--- src/rtl/reset_led_ctrl.sv ---
// Reset sequencer for the control clock domain.
// Two independent reset pulse channels (DC and optional), each with retrigger
// and a post-release holdoff window, plus the shared status LED / reset pin
// driver with a built-in triangle-ramp glow PWM.
module reset_led_ctrl #(
    parameter int unsigned PULSE_CYCLES   = 8_000_000,
    parameter int unsigned HOLDOFF_CYCLES = 800_000,
    parameter int unsigned CNT_W          = 32,
    parameter int unsigned SLOW_BIT       = 26,
    parameter int unsigned FAST_BIT       = 22
) (
    input  logic       clock,
    input  logic       nreset,
    input  logic       reset_dc_req,
    input  logic       reset_opt_req,
    input  logic [7:0] reset_conf,
    input  logic       pll_ready,
    input  logic       resync_active,
    input  logic       adv_ready,
    output logic       dc_nreset_oe,
    output logic       opt_nreset_oe,
    output logic       led_oe,
    output logic       led_out,
    output logic       busy
);

    localparam int unsigned GLOW_W = SLOW_BIT + 1;

    localparam logic [CNT_W-1:0] PULSE_LAST = CNT_W'(PULSE_CYCLES - 1);
    localparam logic [CNT_W-1:0] HOLD_LAST  = CNT_W'(HOLDOFF_CYCLES - 1);

    typedef enum logic [1:0] {
        ST_IDLE    = 2'd0,
        ST_ASSERT  = 2'd1,
        ST_HOLDOFF = 2'd2
    } chan_state_e;

    typedef struct packed {
        chan_state_e      state;
        logic [CNT_W-1:0] cnt;
    } chan_t;

    // One step of a reset channel. Both channels share this so they cannot
    // drift apart; a request during ASSERT restarts the pulse, a request
    // during HOLDOFF is dropped.
    function automatic chan_t chan_next(input chan_t cur, input logic req);
        chan_t nxt;
        nxt = cur;
        case (cur.state)
            ST_IDLE: begin
                if (req) begin
                    nxt.state = ST_ASSERT;
                    nxt.cnt   = '0;
                end
            end
            ST_ASSERT: begin
                if (req) begin
                    nxt.cnt = '0;
                end else if (cur.cnt == PULSE_LAST) begin
                    nxt.state = ST_HOLDOFF;
                    nxt.cnt   = '0;
                end else begin
                    nxt.cnt = cur.cnt + CNT_W'(1);
                end
            end
            ST_HOLDOFF: begin
                if (cur.cnt == HOLD_LAST) begin
                    nxt.state = ST_IDLE;
                    nxt.cnt   = '0;
                end else begin
                    nxt.cnt = cur.cnt + CNT_W'(1);
                end
            end
            default: begin
                nxt.state = ST_IDLE;
                nxt.cnt   = '0;
            end
        endcase
        return nxt;
    endfunction

    chan_t             dc_q, dc_d;
    chan_t             opt_q, opt_d;
    logic              dc_oe_q, dc_oe_d;
    logic              opt_oe_q, opt_oe_d;
    logic              busy_q, busy_d;
    logic [GLOW_W-1:0] glow_q, glow_d;
    logic              led_oe_q, led_oe_d;
    logic              led_out_q, led_out_d;

    logic [7:0]        slow_level, fast_level;
    logic              slow_on, fast_on;

    // Triangle ramp: the 8 bits below the period MSB count up, then count
    // down once the MSB sets; comparing against the low byte gives the PWM.
    assign slow_level = glow_q[SLOW_BIT-1 -: 8] ^ {8{glow_q[SLOW_BIT]}};
    assign fast_level = glow_q[FAST_BIT-1 -: 8] ^ {8{glow_q[FAST_BIT]}};
    assign slow_on    = (glow_q[7:0] < slow_level);
    assign fast_on    = (glow_q[7:0] < fast_level);

    // Channel next-state, busy and glow counter advance.
    always_comb begin
        // NOTE: every always_comb output gets a default first so no path
        // leaves it unassigned and a latch is never inferred.
        dc_d     = chan_next(dc_q, reset_dc_req);
        opt_d    = chan_next(opt_q, reset_opt_req);
        dc_oe_d  = (dc_d.state == ST_ASSERT);
        opt_oe_d = (opt_d.state == ST_ASSERT);
        busy_d   = (dc_d.state != ST_IDLE) || (opt_d.state != ST_IDLE);
        glow_d   = glow_q + GLOW_W'(1);
    end

    // LED mux; mirror modes use the next oe so the pin moves on the same edge
    // as the channel output.
    always_comb begin
        led_oe_d  = 1'b1;
        led_out_d = 1'b1;
        if (reset_conf == 8'd2) begin
            led_oe_d  = dc_oe_d;
            led_out_d = 1'b0;
        end else if (reset_conf != 8'd0) begin
            led_oe_d  = opt_oe_d;
            led_out_d = 1'b0;
        end else if (!pll_ready) begin
            led_out_d = 1'b1;
        end else if (resync_active) begin
            led_out_d = ~fast_on;
        end else if (adv_ready) begin
            led_out_d = 1'b0;
        end else begin
            led_out_d = ~slow_on;
        end
    end

    // State and output registers with synchronous active-low reset.
    always_ff @(posedge clock) begin
        // NOTE: sequential state uses non-blocking assignments so every
        // register samples the pre-edge values regardless of statement order.
        if (!nreset) begin
            dc_q      <= '{state: ST_IDLE, cnt: '0};
            opt_q     <= '{state: ST_IDLE, cnt: '0};
            dc_oe_q   <= 1'b0;
            opt_oe_q  <= 1'b0;
            busy_q    <= 1'b0;
            glow_q    <= '0;
            led_oe_q  <= 1'b1;
            led_out_q <= 1'b1;
        end else begin
            dc_q      <= dc_d;
            opt_q     <= opt_d;
            dc_oe_q   <= dc_oe_d;
            opt_oe_q  <= opt_oe_d;
            busy_q    <= busy_d;
            glow_q    <= glow_d;
            led_oe_q  <= led_oe_d;
            led_out_q <= led_out_d;
        end
    end

    assign dc_nreset_oe  = dc_oe_q;
    assign opt_nreset_oe = opt_oe_q;
    assign busy          = busy_q;
    assign led_oe        = led_oe_q;
    assign led_out       = led_out_q;

endmodule

--- config.mk ---
export PLATFORM = sky130hd
export DESIGN_NAME = reset_led_ctrl
export DESIGN_NICKNAME = d
export VERILOG_FILES = /design/src/rtl/reset_led_ctrl.sv
export SDC_FILE = /design/constraint.sdc
export NUM_CORES = 1
export LEC_CHECK = 0
export CAP_MARGIN = 20
export CORE_UTILIZATION = 40
export DETAILED_ROUTE_END_ITERATION = 8
export PLACE_DENSITY = 0.68
export SYNTH_ARGS = -nofsm -noshare
export SYNTH_HDL_FRONTEND = slang
export SYNTH_SLANG_ARGS = --single-unit
--- constraint.sdc ---
create_clock -name clock -period 3.2 [get_ports clock]
set_input_delay 0.64 -clock clock [delete_from_list [all_inputs] [get_ports clock]]
set_output_delay 0.64 -clock clock [all_outputs]
set_load 0.005 [all_outputs]
Yosys cells after proc, flatten, opt, wreduce, memory -nomap -nowiden
Index checks and enable logic that the tools add are counted.
{"block": "op_classes", "n_addsub": 3, "magnitude_cmp": 2, "eq_ne": 13, "mux": 23, "bitwise_logic": 4, "reduce_logical": 6}
{"op": "34-bit one-hot mux with 3 select lines", "count": 2}
{"op": "32-bit 2-to-1 mux", "count": 6}
{"op": "34-bit 2-to-1 mux", "count": 2}
{"op": "32-bit by 1-bit adder with 32-bit output (second input constant)", "count": 2}
{"op": "32-bit by 20-bit equality test with 1-bit output (second input constant)", "count": 2}
{"op": "32-bit by 23-bit equality test with 1-bit output (second input constant)", "count": 2}
{"op": "27-bit by 1-bit adder with 27-bit output (second input constant)", "count": 1}
{"op": "8-bit less-than comparator", "count": 2}
{"op": "8-bit XOR", "count": 2}
{"op": "2-bit 2-to-1 mux", "count": 6}
{"op": "2-bit by 1-bit equality test with 1-bit output (second input constant)", "count": 4}
{"op": "8-bit by 2-bit equality test with 1-bit output (second input constant)", "count": 1}
{"op": "8-bit nonzero test", "count": 1}
{"op": "1-bit 2-to-1 mux", "count": 7}
{"op": "2-bit equality test (second input constant)", "count": 2}
{"op": "2-bit logical NOT", "count": 2}
{"op": "2-bit != test (second input constant)", "count": 2}
{"op": "2-bit nonzero test", "count": 2}
{"op": "1-bit NOT", "count": 2}
{"op": "1-bit logical OR", "count": 1}
{"block": "word_totals", "ff_bits": 100, "inputBits": 15, "output_inout_bits": 5, "wordCells": 61}

Logic depth before layout (Yosys ltp)
Gate-level depths: netlist of the first run.
{"block": "logic_depth", "ltp_word": 8, "ltp_mapped": 9, "mapped_depth_nobuf": 8}

Least setup slack after synthesis of the first run
No wires, ideal clock.
{"block": "synth_path", "path_kind": "register to register", "startpoint": "register opt_q[0] (netlist name)", "endpoint": "register busy_q (netlist: busy)", "setup_ns": 0.134, "arrival_ns": 2.320, "t_required_ns": 3.066, "path_slack_ns": 0.745, "stages_incl_launch_ff": 8, "n_path_buf": 0, "period_less_slack_ns": 2.455, "cell_sequence": "dfxtp_1 -> ha_1 -> nand3_1 -> or4_4 -> nor3_2 -> nor2_1 -> o211a_1 -> or4_1"}
{"block": "synth_via", "elab_chain_cells": 6, "elab_cells_between_ends": 8, "cone_classes": "2 x eq/ne; 4 x mux; 2 x reduce/logical"}
{"element": "from (decl)", "line": "83", "text": "chan_t opt_q, opt_d;"}
{"element": "from (signal assigned)", "line": "141", "text": "opt_q <= '{state: ST_IDLE, cnt: '0};"}
{"element": "from (signal assigned)", "line": "150", "text": "opt_q <= opt_d;"}
{"element": "32-bit by 23-bit equality test with 1-bit output", "line": "59", "text": "end else if (cur.cnt == PULSE_LAST) begin"}
{"element": "2-bit 2-to-1 mux", "line": "59"}
{"element": "2-bit 2-to-1 mux", "line": "57", "text": "if (req) begin"}
{"element": "34-bit one-hot mux with 3 select lines (*)", "line": "49", "text": "case (cur.state)"}
{"element": "2-bit nonzero test (*)", "line": "109", "text": "busy_d = (dc_d.state != ST_IDLE) || (opt_d.state != ST_IDLE);"}
{"element": "1-bit logical OR (*)", "line": "109"}
{"element": "to (signal assigned)", "line": "153", "text": "busy_q <= busy_d;"}
{"element": "to (decl)", "line": "86", "text": "logic busy_q, busy_d;"}
Mark *: on every way between the ends. The rest lies on a longest branch, timed or not.
A chain may end at the register's enable or synchronous reset.

Worst setup path in the final report of the first run
Ends and elaborated chain as after synthesis.

==> qor.csv, run 1 <==
stage,metric,value,unit
timing,maxSlewViolCount,0,
synth,synthFlopType,dfxtp_1,
grt,antenna_found_initial,0,
cts,cts.sinks,100,
synth,syn_nets,653,
critical_path,path_cells,ha_1 > nand3_1 > or4_4 > nor3_2 > nor2_1 > o211a_1 > or4_1,
routing,drt-pass1-iter-count,5,
cts,post-cts-setup-buffer-count,0,
critical_path,startpoint,opt_q[0],
cts,clk_pin_slew,70,ps
placed_design,place_congestion,0.856,
grt,overflow,0,
cts,htree_num_levels,3,
routing,drt_iter0_drc,295,
floorplanning,die_x,116,um
job,max_cap_viol_count,0,
timing,slew_headroom,0.473,
synth,yosys.cell_types.count,56,
routing,drc,0,
synth,netlist_area,5230,um^2
synth,yosysTopAreaCell,dfxtp_1,
layout,nets,669,
layout,area_growth,12.2,%
timing,clock.fmax,0.366,GHz
critical_path,worst_path_max_delay_cell,or4_4,
run_status,status,"complete, no violations",
timing,rsz0062_at_grt,no,
floorplanning,num_rows,41,
critical_path,slowest_delay,610,ps
critical_path,cp_top_family,simple AND/OR/NAND/NOR gates,
synth,ys_ff_latch,100,
min_path,worstHoldStart,dc_q[25],
critical_path,crit_path_end_kind,register,
synth,synth_seq_area_share,0.383,
placed_design,hpwl,8300,um
timing,final.setup_skew,7.43,ps
routing,vias,4446,
critical_path,start_kind,register,
routing,antenna_left,0,
synth,synth_area_per_cell,8.43,um^2
synth,syn-instance-count,620,
grt,grt_pass1_wl,19700,um
floorplanning,start_util,0.412,
floorplanning,core-area,12700,um^2
critical_path,path_max_fanout,6,
cts,cts_resized,0,
critical_path,cp.required,3430,ps
floorplanning,ios,20,
cts,clk_latency,350,ps
routing,wl,11400,um
cts,cts_buffers,9,
synth,synth-edff-count,0,
cts,cts_tree,done,
timing,setup_viol,0,
synth,yosys_warnings,0,
critical_path,r2r-start,opt_q[0],
power_and_ir_drop,vdd_ir_drop_max,0.242,mV
timing,finalSetupTns,0,ps
power_and_ir_drop,p_leak,1.93,nW
timing,min_period,2730,ps
power_and_ir_drop,powerDensity,414,nW/um^2
timing,post-route-period-util,0.854,
layout,n_antenna_cell,0,
grt,grt_max_degree,35,
floorplanning,die_h,116,um
cts,cts_buffer_depth,2,
floorplanning,fp.dieArea,13500,um^2
synth,synth_area_leaders,"dfxtp_1 (38%), xnor2_1 (8.2%), nor2_1 (7.5%)",
min_path,hold_class,register to register,
routing,post_drt_wl_per_cell,14.0,um
layout,post-route-util,0.463,
grt,grt_pass1_vias,4223,
synth,async_flop_share,0,
timing,worstMarginPinSlew,785,ps
routing,via_per_inst,5.47,
placed_design,port-buffer-count,19,
critical_path,cp_data_arrival_time,2960,ps
critical_path,crit_buf_inv,0,
layout,layout-drive-gt1-share,0.0468,
cts,postCtsHoldBufs,0,
grt,gr-usage-all-layers,0.183,
cts,cts_root_buf,clkbuf_16,
synth,yosys.area.top_type_share,0.383,
critical_path,crit_type,register to register,
timing,hold_viol,0,
-- sequential cells by signal, summed over array words and instances (netlist names) --
| signal | cells |
|---|---|
| dc_q | 34 |
| busy | 1 |
| opt_nreset_oe | 1 |
| glow_q | 27 |
| opt_q | 34 |
| dc_nreset_oe | 1 |
| led_oe | 1 |
| led_out | 1 |
-- metrics by stage --
stage	instance area [um^2]	instances	hold WS [ps]	total power [mW]	worst slack [ps]
global route	5860	813	518	2.53	332
CTS	5860	813	487	2.46	485
global placement	5580	797	469	1.42	456
detailed placement	5580	797	473	1.42	372
finish	5860	813	499	2.43	468
floorplan	5230	620	446	1.37	745
-- logic make-up after synthesis --
logic type / share of synthesized area
flops: 0.383
buf+inv: 0.0330
mux: 0.00192
simple gates: 0.293
compound gates: 0.103
fa+ha+maj: 0.0431
xor+xnor: 0.142
-- placed cells by master (no fill, tap or decap), types with 5 or more instances in the layout --
| cell type | synthesis | routed |
|---|---|---|
| a21oi_1 | 16 | 16 |
| a31oi_1 | 7 | 7 |
| and2_1 | 9 | 9 |
| and3_1 | 18 | 18 |
| and4_1 | 12 | 12 |
| buf_4 | 0 | 8 |
| clkbuf_16 | 0 | 9 |
| clkdlybuf4s50_1 | 0 | 19 |
| dfxtp_1 | 100 | 100 |
| ha_1 | 18 | 18 |
| inv_1 | 16 | 16 |
| nand2_1 | 42 | 42 |
| nand3_1 | 31 | 31 |
| nand4_1 | 24 | 24 |
| nor2_1 | 104 | 104 |
| nor3_1 | 20 | 20 |
| nor4_1 | 11 | 11 |
| nor4b_1 | 5 | 5 |
| o21ai_0 | 15 | 15 |
| o31ai_1 | 5 | 5 |
| or4_1 | 5 | 5 |
| xnor2_1 | 49 | 49 |
| xor2_1 | 36 | 36 |
-- synthesized netlist by cell type, types with 3 or more instances --
library cell	number
nor4_1	11
o31ai_1	5
nand4_1	24
or4_1	5
xor2_1	36
ha_1	18
xnor2_1	49
and4_1	12
nor2_1	104
nor4b_1	5
a22oi_1	4
o2111ai_1	3
clkbuf_1	14
and2_1	9
nand3b_1	3
inv_1	16
dfxtp_1	100
nand2_1	42
a21oi_1	16
buf_2	3
nor3_1	20
or3_1	4
and3_1	18
a21o_1	3
or2b_1	3
o21ai_0	15
buf_6	3
a31oi_1	7
nand3_1	31
-- layout make-up --
| class | count | area [um^2] |
|---|---|---|
| Tap cell | 172 | 215 |
| Timing Repair Buffer | 27 | 250 |
| Fill cell | 1244 | 6810 |
| Clock buffer | 12 | 246 |
| Inverter | 17 | 63.8 |
| Sequential cell | 100 | 2000 |
| Clock inverter | 4 | 33.8 |
| Multi-Input combinational cell | 481 | 3050 |
-- metal layers --
metal  vias up  part of all wire  global-route usage
met3        16             0.051              0.0467
met2       113              0.47               0.303
met5         -                 0                   0
met1      2096              0.46               0.232
met4         0             0.015              0.0590
li1       2221                 -                   -
-- where the power goes --
part           leakage (nW)  internal [mW]  switching, mW
clock                 0.133          0.555          0.478
sequential            0.808           1.26         0.0146
combinational         0.984         0.0586         0.0652
total                  1.93           1.87          0.558
-- path summary, 6_finish.rpt --
check / end / slack (ps) / cells past startpoint
worst max-delay path: busy / 470 / 7
worst min-delay path: dc_q[25] / 500 / 1
worst max register to register: busy / 470 / 7
worst min register to register: dc_q[25] / 500 / 1
Power figures use the tool's default switching activity.
==> run 2: changes to the inputs <==
- CELL_PAD_IN_SITES_DETAIL_PLACEMENT: default -> 0
- CELL_PAD_IN_SITES_GLOBAL_PLACEMENT: default -> 1
- CORE_MARGIN: default -> 1
- PLACE_DENSITY: 0.68 -> 0.82
- SLEW_MARGIN: default -> 40
==> run 2 against run 1 <==
- first-iteration DRC count is 7.1% lower
- sequential share of layout area is 0.23 points lower
- clock skew is 7.0 ps higher
- setup slack better by 19 ps
- core utilization is 0.32 points higher
- count of clock-buffer cells in the layout is 2 lower
- global-route usage is 0.37 points higher
- critical path type unchanged
- critical endpoint unchanged
==> qor.csv, run 2 (same netlist as run 1, synthesis figures left out) <==
stage,metric,value,unit,change
timing,finalSetupTns,0,ps,unchanged
grt,grt_pass1_wl,19800,um,+0.42%
routing,via_per_inst,5.44,,-0.56%
cts,postCtsHoldBufs,0,,unchanged
placed_design,place_congestion,0.882,,+3.0%
timing,post-route-period-util,0.848,,-0.00587
critical_path,cp_data_arrival_time,2940,ps,-20 ps
min_path,hold_class,register to register,,
critical_path,reg2reg_to,busy,,
timing,min_period,2710,ps,-18.8 ps
grt,gr-usage-all-layers,0.187,,+0.00366
layout,layout-drive-gt1-share,0.0484,,+0.00156
grt,antenna_found_initial,0,,unchanged
floorplanning,die_x,116,um,unchanged
floorplanning,core-area,12700,um^2,unchanged
floorplanning,die_h,116,um,unchanged
cts,cts_buffers,9,,unchanged
grt,overflow,0,,unchanged
cts,cts_buffer_depth,2,,unchanged
cts,cts_root_buf,clkbuf_16,,
timing,clock.fmax,0.369,GHz,+0.69%
layout,post-route-util,0.466,,+0.00316
timing,rsz0062_at_grt,no,,
critical_path,start_kind,register,,
layout,layout.cells.most_common,nor2_1,,
power_and_ir_drop,vdd_ir_drop_max,0.256,mV,+6.0%
timing,setup_viol,0,,unchanged
grt,grt_pass1_vias,4109,,-2.7%
critical_path,r2r-start,opt_q[0],,
routing,drt_iter0_drc,274,,-7.1%
routing,wl,11600,um,+2.3%
grt,grt_max_degree,35,,unchanged
floorplanning,ios,20,,unchanged
floorplanning,start_util,0.412,,unchanged
min_path,hold_end,dc_q[25],,
power_and_ir_drop,p_leak,1.95,nW,+1.1%
placed_design,hpwl,8440,um,+1.7%
layout,most-common-layout-cells,"nor2_1 (104), dfxtp_1 (100), xnor2_1 (49)",,
placed_design,port-buffer-count,19,,unchanged
routing,post_drt_wl_per_cell,14.3,um,+2.3%
routing,antenna_left,0,,unchanged
timing,slew_headroom,0.522,,+0.0493
timing,whs,500,ps,+0.308 ps
cts,clk_latency,350,ps,about the same
timing,hold_viol,0,,unchanged
cts,cts.sinks,100,,unchanged
routing,vias,4421,,-0.56%
power_and_ir_drop,powerDensity,430,nW/um^2,+3.9%
cts,clk_pin_slew,70,ps,about the same
floorplanning,fp.dieArea,13500,um^2,unchanged
min_path,worstHoldStart,dc_q[25],,
layout,nets,671,,+0.30%
run_status,status,"complete, no violations",,
job,max_cap_viol_count,0,,unchanged
cts,htree_num_levels,3,,unchanged
cts,post-cts-setup-buffer-count,0,,unchanged
layout,area_growth,13.0,%,
critical_path,path_max_fanout,6,,unchanged
layout,reg.largest.list,"dc_q x34, opt_q x34, glow_q x27",,
critical_path,ff2ff_setup_slack,490,ps,+20 ps
timing,maxSlewViolCount,0,,unchanged
floorplanning,num_rows,41,,unchanged
critical_path,crit_path_end_kind,register,,
critical_path,cp.required,3420,ps,about the same
critical_path,ff2ff_path_depth,7,,unchanged
layout,final.fill_count,1262,,+1.4%
cts,cts_resized,0,,unchanged
timing,final.setup_skew,14.4,ps,+6.99 ps
routing,drt-pass1-iter-count,4,,-1
layout,n_antenna_cell,0,,unchanged
min_path,hold_depth,1,,unchanged
timing,worstMarginPinSlew,711,ps,-74.4 ps
cts,cts_tree,done,,
critical_path,crit_type,register to register,,
routing,drc,0,,unchanged
## run 2: worst max-delay path: stages (launching register included)
cell	delay, ps
dfxtp_1	410
ha_1	250
nand3_1	180
or4_4	610
nor3_2	300
nor2_1	120
o211a_1	230
or4_1	490
## run 2: how the worst max path moves through the flow
| stage | start | to | slack, ps | cells past startpoint |
|---|---|---|---|---|
| after floorplan | opt_q[0] | busy | 750 | 7 |
| after CTS | opt_q[0] | busy | 490 | 7 |
| after global routing | opt_q[0] | busy | 300 | 7 |
| after detailed placement | reset_dc_req | dc_q[2] | 490 | 6 |
| after global placement | reset_dc_req | dc_q[2] | 540 | 6 |
| final | opt_q[0] | busy | 490 | 7 |
## run 2: cell type report
cell class / instances / area [um^2] / share of cell area
Multi-Input combinational cell: 481 / 3050 / 0.517
Sequential cell: 100 / 2000 / 0.339
Timing Repair Buffer: 29 / 265 / 0.0449
Clock buffer: 10 / 229 / 0.0388
Tap cell: 172 / 215 / 0.0365
Clock inverter: 4 / 76.3 / 0.0129
Inverter: 17 / 63.8 / 0.0108
## run 2: metal layers
metal,GRT usage,vias up,part of all wire
li1,-,2232,-
met1,0.248,2093,0.48
met2,0.293,77,0.47
met3,0.0343,19,0.031
met4,0.0863,0,0.020
met5,0,-,0
## run 2: where the power goes
group	switching, mW	internal, mW
Combinational	0.0671	0.0587
Clock	0.464	0.678
Sequential	0.0144	1.26
Total	0.546	1.99
## run 2: per-stage QoR
stage,power (mW),instance area (um^2),worst slack (ps),cells
final,2.54,5900,487,813
after global routing,2.65,5900,298,813
after CTS,2.57,5900,489,813
after detailed placement,1.43,5600,486,799
after global placement,1.42,5600,543,799
after floorplan,1.37,5230,745,620
==> run 3: changes to the inputs <==
- PLACE_DENSITY: 0.82 -> 0.85
- clock period: 3.2 -> 2.4 ns (I/O delays scaled with it)
==> run 3 against run 2 <==
- the flow now finishes with violations (setup timing)
- first-iteration DRC count fell by 24%
- clock power is 21% higher
- core utilization grew 4.1 points
- sequential power rose by 33%
- die area is the same
- design area grew 8.8%
- cell count is 7.4% higher
- critical path type unchanged
- largest cell class unchanged
- largest power group unchanged
==> qor.csv, run 3 (same netlist as run 1, synthesis figures left out) <==
stage,metric,value,unit,change
min_path,hold_end,dc_q[31],,
critical_path,ff2ff_setup_slack,-40,ps,-530 ps
layout,post-route-util,0.507,,+0.0409
timing,rsz0062_at_grt,yes,,
critical_path,crit_type,register to register,,
layout,reg.largest.list,"dc_q x34, opt_q x34, glow_q x27",,
run_status,status,"complete, but fails checks",,
grt,overflow,0,,unchanged
cts,cts.sinks,100,,unchanged
critical_path,cp.required,2620,ps,-800 ps
floorplanning,die_x,116,um,unchanged
grt,gr-usage-all-layers,0.191,,+0.00466
routing,antenna_left,0,,unchanged
critical_path,cp_data_arrival_time,2660,ps,-280 ps
placed_design,place_congestion,0.878,,-0.40%
critical_path,crit_path_end_kind,register,,
floorplanning,num_rows,41,,unchanged
grt,grt_pass1_wl,20200,um,+2.3%
timing,min_period,2440,ps,-268 ps
timing,hold_viol,0,,unchanged
critical_path,path_max_fanout,3,,-3
timing,timing.final.ws_setup,-44.5,ps,-532 ps
floorplanning,ios,20,,unchanged
critical_path,slowest_delay,530,ps,-80 ps
timing,clock.fmax,0.409,GHz,+11%
power_and_ir_drop,vdd_ir_drop_max,0.440,mV,+72%
cts,cts_buffers,9,,unchanged
critical_path,start_kind,register,,
layout,nets,729,,+8.6%
min_path,hold_depth,1,,unchanged
cts,cts_tree,done,,
timing,maxSlewViolCount,0,,unchanged
layout,layout-drive-gt1-share,0.144,,+0.0957
timing,whs,491,ps,-9.07 ps
routing,drt_iter0_drc,208,,-24%
cts,htree_num_levels,3,,unchanged
placed_design,hpwl,8980,um,+6.3%
job,max_cap_viol_count,0,,unchanged
floorplanning,start_util,0.412,,unchanged
power_and_ir_drop,powerDensity,512,nW/um^2,+19%
floorplanning,fp.dieArea,13500,um^2,unchanged
critical_path,ff2ff_path_depth,6,,-1
critical_path,r2r-start,opt_q[31],,
timing,post-route-period-util,1.02,,+0.171
layout,area_growth,22.9,%,
critical_path,cp_top_family,simple AND/OR/NAND/NOR gates,,
routing,via_per_inst,5.30,,-2.5%
routing,wl,12400,um,+6.2%
layout,most-common-layout-cells,"nor2_1 (103), dfxtp_1 (98), buf_4 (60)",,
critical_path,crit_buf_inv,0,,unchanged
min_path,hold_class,register to register,,
grt,grt_pass1_vias,4292,,+4.5%
placed_design,port-buffer-count,19,,unchanged
critical_path,worst_path_max_delay_cell,or4b_4,,
layout,n_antenna_cell,0,,unchanged
timing,final.setup_skew,9.31,ps,-5.11 ps
routing,drt-pass1-iter-count,5,,+1
grt,antenna_found_initial,0,,unchanged
floorplanning,core-area,12700,um^2,unchanged
cts,clk_pin_slew,70,ps,about the same
routing,drc,0,,unchanged
timing,setup_viol,1,,+1
critical_path,reg2reg_to,busy,,
timing,worstMarginPinSlew,528,ps,-183 ps
layout,layout.cells.most_common,nor2_1,,
run_status,failed_checks,setup timing,,
cts,cts_buffer_depth,2,,unchanged
floorplanning,die_h,116,um,unchanged
power_and_ir_drop,p_leak,2.27,nW,+17%
timing,slew_headroom,0.645,,+0.123
routing,post_drt_wl_per_cell,14.2,um,-1.1%
cts,cts_root_buf,clkbuf_16,,
cts,clk_latency,350,ps,about the same
min_path,worstHoldStart,dc_q[31],,
routing,vias,4628,,+4.7%
grt,grt_max_degree,35,,unchanged
critical_path,path_cells,or4b_4 > or4_4 > nor3_4 > nor2_2 > o211a_1 > or4_1,,
[run 3: worst max path at each step]
stage	start	end	slack [ps]	depth (start not counted)
after detailed placement	opt_q[31]	busy	-40	6
after floorplan	opt_q[0]	busy	-30	7
after global placement	reset_dc_req	dc_q[24]	-30	7
after global routing	opt_q[31]	busy	-110	6
after CTS	opt_q[31]	busy	-40	6
final	opt_q[31]	busy	-40	6
[run 3: repair_timing]
item	in CTS	in global routing
pin swaps	2	6
resized for setup	1	18
buffers inserted	2	2
endpoints found under the setup margin	1	63
gates cloned	0	3
hold buffers	0	0
[run 3: through the flow]
stage / setup WS (ps) / instance area (um^2) / power, mW / TNS, ps / std cells
finish: -44.5 / 6420 / 3.29 / -44.5 / 873
global route: -111 / 6420 / 3.41 / -1510 / 873
CTS: -42.1 / 6300 / 3.30 / -42.1 / 868
detailed placement: -36.4 / 6000 / 1.93 / -59.9 / 850
global placement: -32.6 / 6000 / 1.92 / -32.6 / 850
floorplan: -33.8 / 5230 / 1.82 / -33.8 / 620
[run 3: area by class of cell]
cell class | count | area, um^2
clock buffer | 10 | 239
clock inverter | 6 | 40.0
fill | 1235 | 6250
inverter | 17 | 63.8
multi-input combinational | 481 | 3100
sequential | 100 | 2000
tap | 172 | 215
timing repair buffer | 87 | 763
[run 3: per-layer routing]
metal  vias to the layer above  global-route usage  share of wire
met5                         -                   0              0
met4                         0              0.0744          0.015
met3                        15              0.0332          0.024
met2                        67               0.317           0.48
met1                      2199               0.247           0.48
li1                       2347                   -              -
[run 3: worst register-to-register path, delay by kind of cell, from the launching register on]
family           cells  cell delay [ps]
AO/OA/AOI/OAI        1              220
flip-flops           1              320
AND/OR/NAND/NOR      5             1790
[run 3: report_power, final]
group	total, mW	switching, mW	internal, mW	leakage, nW
Sequential	1.69	0.0158	1.68	0.810
Combinational	0.220	0.106	0.114	1.32
Clock	1.38	0.650	0.730	0.138
